<file path="src/rtl/dds_pkg.sv">
// Shared DDS definitions: quadrant encodings, FCW update FSM states and the
// accumulator width helper used by the phase generator and the table stage.
package dds_pkg;

  typedef enum logic [1:0] {
    Q0 = 2'd0,
    Q1 = 2'd1,
    Q2 = 2'd2,
    Q3 = 2'd3
  } quadrant_t;

  typedef enum logic {
    FCW_IDLE    = 1'b0,
    FCW_PENDING = 1'b1
  } fcw_state_t;

  // Accumulator width: quadrant (2) + table address (n) + fraction (n_divide)
  function automatic int acc_width(input int n, input int n_divide);
    return n + 2 + n_divide;
  endfunction

endpackage

</file>
<file path="src/rtl/dds_tick_div.sv">
// Sample-rate divider: counts enabled clocks and flags every SAMPLE_DIV-th one
// as a phase-step tick. Holds its count while enable is low.
module dds_tick_div #(
  parameter int SAMPLE_DIV = 1
) (
  input  logic clk,
  input  logic reset_n,
  input  logic enable,
  output logic tick
);

  localparam int CNT_W = (SAMPLE_DIV > 1) ? $clog2(SAMPLE_DIV) : 1;
  localparam logic [CNT_W-1:0] LAST = CNT_W'(SAMPLE_DIV - 1);

  logic [CNT_W-1:0] count;

  assign tick = enable && (count == LAST);

  // Advance the divider on enabled cycles, wrapping to zero on the tick cycle
  always_ff @(posedge clk or negedge reset_n) begin
    if (!reset_n) begin
      count <= '0;
    end else if (enable) begin
      count <= (count == LAST) ? '0 : count + CNT_W'(1);
    end
  end

endmodule

</file>
<file path="src/rtl/dds_phase_gen.sv">
// DDS phase accumulator front end: steps the accumulator by the active FCW on
// each divided tick, decodes quadrant and mirrored quarter-wave address, and
// accepts phase-continuous FCW updates over a valid/ready handshake.
module dds_phase_gen
  import dds_pkg::*;
#(
  parameter int               N              = 8,
  parameter int               N_DIVIDE       = 4,
  parameter int               ACC_W          = acc_width(N, N_DIVIDE),
  parameter int               SAMPLE_DIV     = 1,
  parameter int               UPDATE_AT_WRAP = 0,
  parameter logic [ACC_W-1:0] RESET_FCW      = '0
) (
  input  logic             clk,
  input  logic             reset_n,
  input  logic             enable,
  input  logic [ACC_W-1:0] fcw_data,
  input  logic             fcw_valid,
  output logic             fcw_ready,
  input  logic             sync,
  output logic [N-1:0]     angle,
  output logic [1:0]       quadrant,
  output logic             sample_valid,
  output logic             wrap
);

  logic             tick;
  logic [ACC_W-1:0] acc;
  logic [ACC_W-1:0] fcw_active;
  logic [ACC_W-1:0] fcw_pending;
  fcw_state_t       state;
  logic             sync_pend;

  logic [ACC_W:0]   sum;
  logic             carry;
  logic             apply;
  logic [ACC_W-1:0] acc_next;
  quadrant_t        quad_next;
  logic [N-1:0]     raw_next;
  logic [N-1:0]     angle_next;

  dds_tick_div #(
    .SAMPLE_DIV(SAMPLE_DIV)
  ) u_tick_div (
    .clk    (clk),
    .reset_n(reset_n),
    .enable (enable),
    .tick   (tick)
  );

  // Next accumulator value, carry, FCW apply condition and table-address decode
  always_comb begin
    sum        = {1'b0, acc} + {1'b0, fcw_active};
    carry      = sum[ACC_W];
    acc_next   = sync_pend ? '0 : sum[ACC_W-1:0];
    apply      = tick && (state == FCW_PENDING) &&
                 ((UPDATE_AT_WRAP == 0) || carry || (fcw_active == '0) || sync_pend);
    quad_next  = quadrant_t'(acc_next[ACC_W-1:ACC_W-2]);
    raw_next   = acc_next[ACC_W-3:N_DIVIDE];
    angle_next = ((quad_next == Q1) || (quad_next == Q3)) ? ~raw_next : raw_next;
  end

  // Step the accumulator on ticks and register the decoded sample outputs
  always_ff @(posedge clk or negedge reset_n) begin
    if (!reset_n) begin
      acc          <= '0;
      angle        <= '0;
      quadrant     <= '0;
      sample_valid <= 1'b0;
      wrap         <= 1'b0;
    end else begin
      sample_valid <= tick;
      wrap         <= tick & carry & ~sync_pend;
      if (tick) begin
        acc      <= acc_next;
        quadrant <= quad_next;
        angle    <= angle_next;
      end
    end
  end

  // FCW update FSM: capture into the pending slot, swap it in on the apply tick
  always_ff @(posedge clk or negedge reset_n) begin
    if (!reset_n) begin
      state       <= FCW_IDLE;
      fcw_active  <= RESET_FCW;
      fcw_pending <= '0;
      fcw_ready   <= 1'b1;
    end else begin
      case (state)
        FCW_IDLE: begin
          if (fcw_valid) begin
            fcw_pending <= fcw_data;
            fcw_ready   <= 1'b0;
            state       <= FCW_PENDING;
          end
        end
        FCW_PENDING: begin
          if (apply) begin
            fcw_active <= fcw_pending;
            fcw_ready  <= 1'b1;
            state      <= FCW_IDLE;
          end
        end
        default: begin
          fcw_ready <= 1'b1;
          state     <= FCW_IDLE;
        end
      endcase
    end
  end

  // Remember a sync request until a tick consumes it; a same-cycle tick does not
  always_ff @(posedge clk or negedge reset_n) begin
    if (!reset_n) begin
      sync_pend <= 1'b0;
    end else begin
      sync_pend <= sync | (sync_pend & ~tick);
    end
  end

endmodule

</file>
<file path="config.mk">
export PLATFORM = sky130hd
export DESIGN_NAME = dds_phase_gen
export DESIGN_NICKNAME = d
export VERILOG_FILES = /design/src/rtl/dds_pkg.sv /design/src/rtl/dds_tick_div.sv /design/src/rtl/dds_phase_gen.sv
export SDC_FILE = /design/constraint.sdc
export NUM_CORES = 1
export LEC_CHECK = 0
export BUFFER_PORTS_ARGS = -buffer_cell sky130_fd_sc_hd__buf_2
export CAP_MARGIN = 30
export CORE_MARGIN = 2
export CORE_UTILIZATION = 30
export CTS_BUF_LIST = sky130_fd_sc_hd__clkbuf_8
export DETAILED_ROUTE_END_ITERATION = 12
export PLACE_DENSITY = 0.46
export RECOVER_POWER = 50
export SYNTH_ARGS = -nofsm -noshare
export SYNTH_HDL_FRONTEND = slang
export SYNTH_SLANG_ARGS = --single-unit
</file>
<file path="constraint.sdc">
create_clock -name clk -period 7.9 [get_ports clk]
set_clock_uncertainty 0.15 [all_clocks]
set_input_delay 1.975 -clock clk [delete_from_list [all_inputs] [get_ports clk]]
set_output_delay 1.975 -clock clk [all_outputs]
set_load 0.005 [all_outputs]
</file>
Word-level counts from Yosys, hierarchy flattened:

Index checks and enable logic that the tools add are counted.

* output and inout bits: 13
* bits of input ports: 19
* word-level logic and storage cells: 41
* register bits after elaboration: 58

* reductions and logical operators: 6
* bitwise operators: 9
* multiplexer cells: 9
* eq/ne operators: 4
* add/sub/neg operators: 2

Operator list (number)
* adder 14 x 14 -> 15 bit: 1
* 2-to-1 mux 14 bit: 1
* 2-to-1 mux 8 bit: 1
* inverter 8 bit: 1
* AND reduction 2 bit: 3
* 2-to-1 mux 1 bit: 5
* inverter 1 bit: 4
* case mux 1 bit (2 select lines): 2
* bitwise AND 1 bit: 3
* == test 2 x 1 -> 1 bit, second input constant: 1
* == test 2 bit, second input constant: 1
* logical AND 1 bit: 2
* inequality test 2 x 1 -> 1 bit, second input constant: 1
* inequality test 2 bit, second input constant: 1
* adder 1 bit, second input constant: 1
* logical OR 1 bit: 1
* bitwise OR 1 bit: 1

Depth between registers and ports, before layout:

* depth in word-level cells: 5
* gate-level depth with buffers: 8
* mapped depth without buffers: 8

Modules after synthesis:

From an unflattened synthesis, not the netlist that was laid out.

* cells, all modules: 245
* area total of the unflattened synthesis: 2867.8 µm²

By module, submodules not included
* dds_phase_gen: seq. area each 1377.6 µm², area each 2860.2 µm², times used 1, cells an instance 244
* dds_tick_div: seq. area each 0.0 µm², area each 7.5 µm², times used 1, cells an instance 1

Worst setup path before layout:

Ideal clock, no wire load.

* kind: input-to-reg
* start: input port fcw_valid
* end: register fcw_pending[0]
* setup time: 0.125 ns
* stages on the path: 4
* data required time: 7.625 ns
* data arrival time: 3.040 ns
* setup slack: 4.585 ns
* buffers on the path: 2
* cells stage by stage: nor2b_1 -> clkbuf_1 -> buf_1 -> mux2_2

* cells in the longest elaborated chain, start to end: 1

RTL lines
* start, declared: RTL line dds_phase_gen.sv:18 `input logic fcw_valid,`
* AND reduction 2 bit (no source line)
* end signal, assigned: RTL line dds_phase_gen.sv:93 `fcw_pending <= fcw_data;`
* end, declared: RTL line dds_phase_gen.sv:30 `logic [ACC_W-1:0] fcw_pending;`

Every way passes these cells.
A chain may end at the register's enable or synchronous reset.

==> flow_summary.ini <==
[critical_path]
cp_max_fo = 55
critPathBufInv = 2
cp_top_family = buffers and inverters
path_cells = buf_2, clkbuf_1
cp_data_arrival_time_ns = 4.19
cpPeakStageDelay_ns = 2.09
crit_path_start_kind = primary input
worst_setup_path_end_kind = asynchronous set/reset pin
rrSetupSlack_ns = 4.95
crit_type = primary input to asynchronous set/reset pin
crit_path_top_delay_cell = clkbuf_1
required_ns = 7.54

[floorplan]
die_h_microns = 101
io_pins = 32
core_area_sq_mm = 0.00920
die_w_microns = 101
dieArea_sq_mm = 0.0102
initial_core_util = 0.308
rows = 35

[clock_tree]
cts_sinks = 55
cts_made_buffers = 5
clk_latency_ns = 0.32
cts_tree = yes
cts-resized-gates = 0
cts_buffer_depth = 2
htree_levels = 2
cts_setup_buffers = 0
cts_root_buffer = clkbuf_8
cts_hold_buf = 0
clk_pin_slew_ns = 0.10

[outcome]
failed_checks = capacitance limit, slew limit
status = complete, but fails checks

[global_route]
grt_usage = 0.127
grt_pass1_vias = 1965
antenna_found_initial = 0
grt_overflow = 0
grt_start_max_net_pins = 56
grt_pass1_wl_microns = 10200

[timing]
worst_pin_slew_ns = 2.98
tns_ns = 0
slew_headroom = -0.984
fmax_mhz = 219
setup_violations = 0
post-route-min-period_ns = 4.56
holdWs_ns = 0.345
fin_crit_sh = 0.577
finalHoldViolCount = 0
rsz0062_at_grt = no
final_max_slew_viol_count = 56

[synthesis]
synth-simple-area-share = 0.0707
synth_top_area_frac = 0.477
synth-edff-count = 0
seq_area_frac_synth = 0.486
synth_nets = 269
synth_compound_area_frac = 0.185
synth_cell_types = 50
synthAdderAreaFrac = 0.0689
yosysMostFrequentCell = dfrtp_1
synth_area_leaders = dfrtp_1 (48%), mux2_2 (11%), ha_1 (6.2%), a22o_1 (3.1%), xnor2_1 (2.8%)
ys_ff_latch = 55
synthXorXnorAreaFrac = 0.0433
synth_largest_area_cell = dfrtp_1
synth_top_family_by_area = compound AO/OA/AOI/OAI gates
synthTopCellsByCount = dfrtp_1 (54), mux2_2 (28), ha_1 (14)
synth_area_per_cell_sq_um = 12.1
postSynthCellCount = 235
yosys_warnings = 0
synthMuxAreaShare = 0.111
synth_flop_cell = dfrtp_1
synthArstFlopShare = 1.00
synth_area_sq_mm = 0.00283

[detailed_routing]
route.detailed.drc = 0
wirelength_microns = 5860
ant_nets = 0
avgRoutedWirePerCell_microns = 15.6
via_per_inst = 5.08
drtPass1Iterations = 4
dr_total_vias = 1914
drt-initial-drc-count = 120

[placed_design]
io_buffers = 31
gp_congestion = 0.777
hpwl_microns = 4240

[power_and_ir_drop]
cellInternalPower_mw = 0.774
leakage_nw = 1.46
clock_power_share = 0.127
seqPwrFrac = 0.335
power_density_mw_per_mm2 = 417
sw_frac_of_total = 0.414
p_switching_mw = 0.547
power_frac_comb = 0.539
ir_drop_mv = 0.117

[final_layout]
n_antenna_cell = 0
layout-drive-gt1-share = 0.286
area_delta_synth_final_pct = 11.7
finalNetCount = 299
n_fill_cell = 931

[job]
drv_cap = 1

[min_path]
hold_path_class = flop to flop
==> area by class of cell <==
type	count	area, sq um	share of cell area
timing repair buffer	33	165	0.0522
clock inverter	3	22.5	0.00712
clock buffer	5	68.8	0.0217
sequential	55	1380	0.435
inverter	9	33.8	0.0107
tap	111	139	0.0439
multi-input combinational	161	1360	0.429
==> cells in the final DEF, fill, tap and decap left out, drive strengths merged, types with 4 or more instances in the layout <==
master   instances
a211oi           4
a21o             9
a21oi           11
a22o            10
and3             4
buf             31
clkbuf           7
dfrtp           54
ha              14
inv             11
mux2            28
nand2            6
nor2             8
nor2b            5
o21ai            9
o2bb2ai          6
xnor2            9
xor2             5
==> stage by stage <==
step / total power, mW / cells / cell area, sq um / setup slack, ns / util
floorplan: 1.00 / 235 / 2830 / 4.59 / -
global placement: 1.15 / 369 / 3080 / 3.70 / 0.335
detailed placement: 1.16 / 369 / 3080 / 3.66 / 0.335
CTS: 1.33 / 377 / 3170 / 4.03 / 0.345
global route: 1.44 / 377 / 3160 / 2.62 / 0.344
finish: 1.32 / 377 / 3160 / 3.34 / 0.344
==> layer usage <==
layer	vias to the layer above	wire, microns	global-route usage
li1	935	-	-
met5	-	0	0
met2	29	2590	0.188
met3	6	197	0.0276
met4	0	91	0.0405
met1	944	2980	0.184
==> logic make-up (layout without fill, tap and decap cells) <==
kind of cell             count (synthesis)  in the layout
XOR/XNOR                                14             14
AO/OA/AOI/OAI                           69             69
adder cells (fa/ha/maj)                 15             15
flip-flops                              55             55
multiplexers                            28             28
AND/OR/NAND/NOR                         35             35
buffers and inverters                   19             50
==> worst reg2reg max path, cell delays in order (launching register included) <==
cell and delay [ns]:
dfrtp_1 0.40, ha_1 0.23, fa_1 0.43, a21o_1 0.22, a311o_1 0.42, a21o_1 0.21
a31o_1 0.22, or4_4 0.52, o211ai_2 0.07
==> sequential cells by signal, summed over array words and instances (netlist names) <==
signal / count
angle: 8
quadrant: 2
sample_valid: 1
sync_pend: 1
fcw_pending: 14
wrap: 1
fcw_ready: 1
fcw_active: 14
state: 1
acc: 12
==> path summary, 6_finish.rpt <==
path / startpoint / endpoint / cells past startpoint
min in group asynchronous: reset_n / acc[11] / 2
worst max-delay path: reset_n / fcw_active[13] / 2
worst max register to register: acc[0] / angle[5] / 8
worst min-delay path: angle[0] / angle[0] / 1
worst min register to register: angle[0] / angle[0] / 1
max in group clk: enable / angle[5] / 6
==> power groups by stage <==
stage	clock network, mW	logic, mW	registers [mW]
after global routing	0.187	0.794	0.455
after CTS	0.177	0.711	0.443
after global placement	0	0.706	0.449
after detailed placement	0	0.709	0.448
final	0.167	0.712	0.442
after floorplan	0	0.576	0.425
No activity file was read; power rests on OpenSTA's default activity.
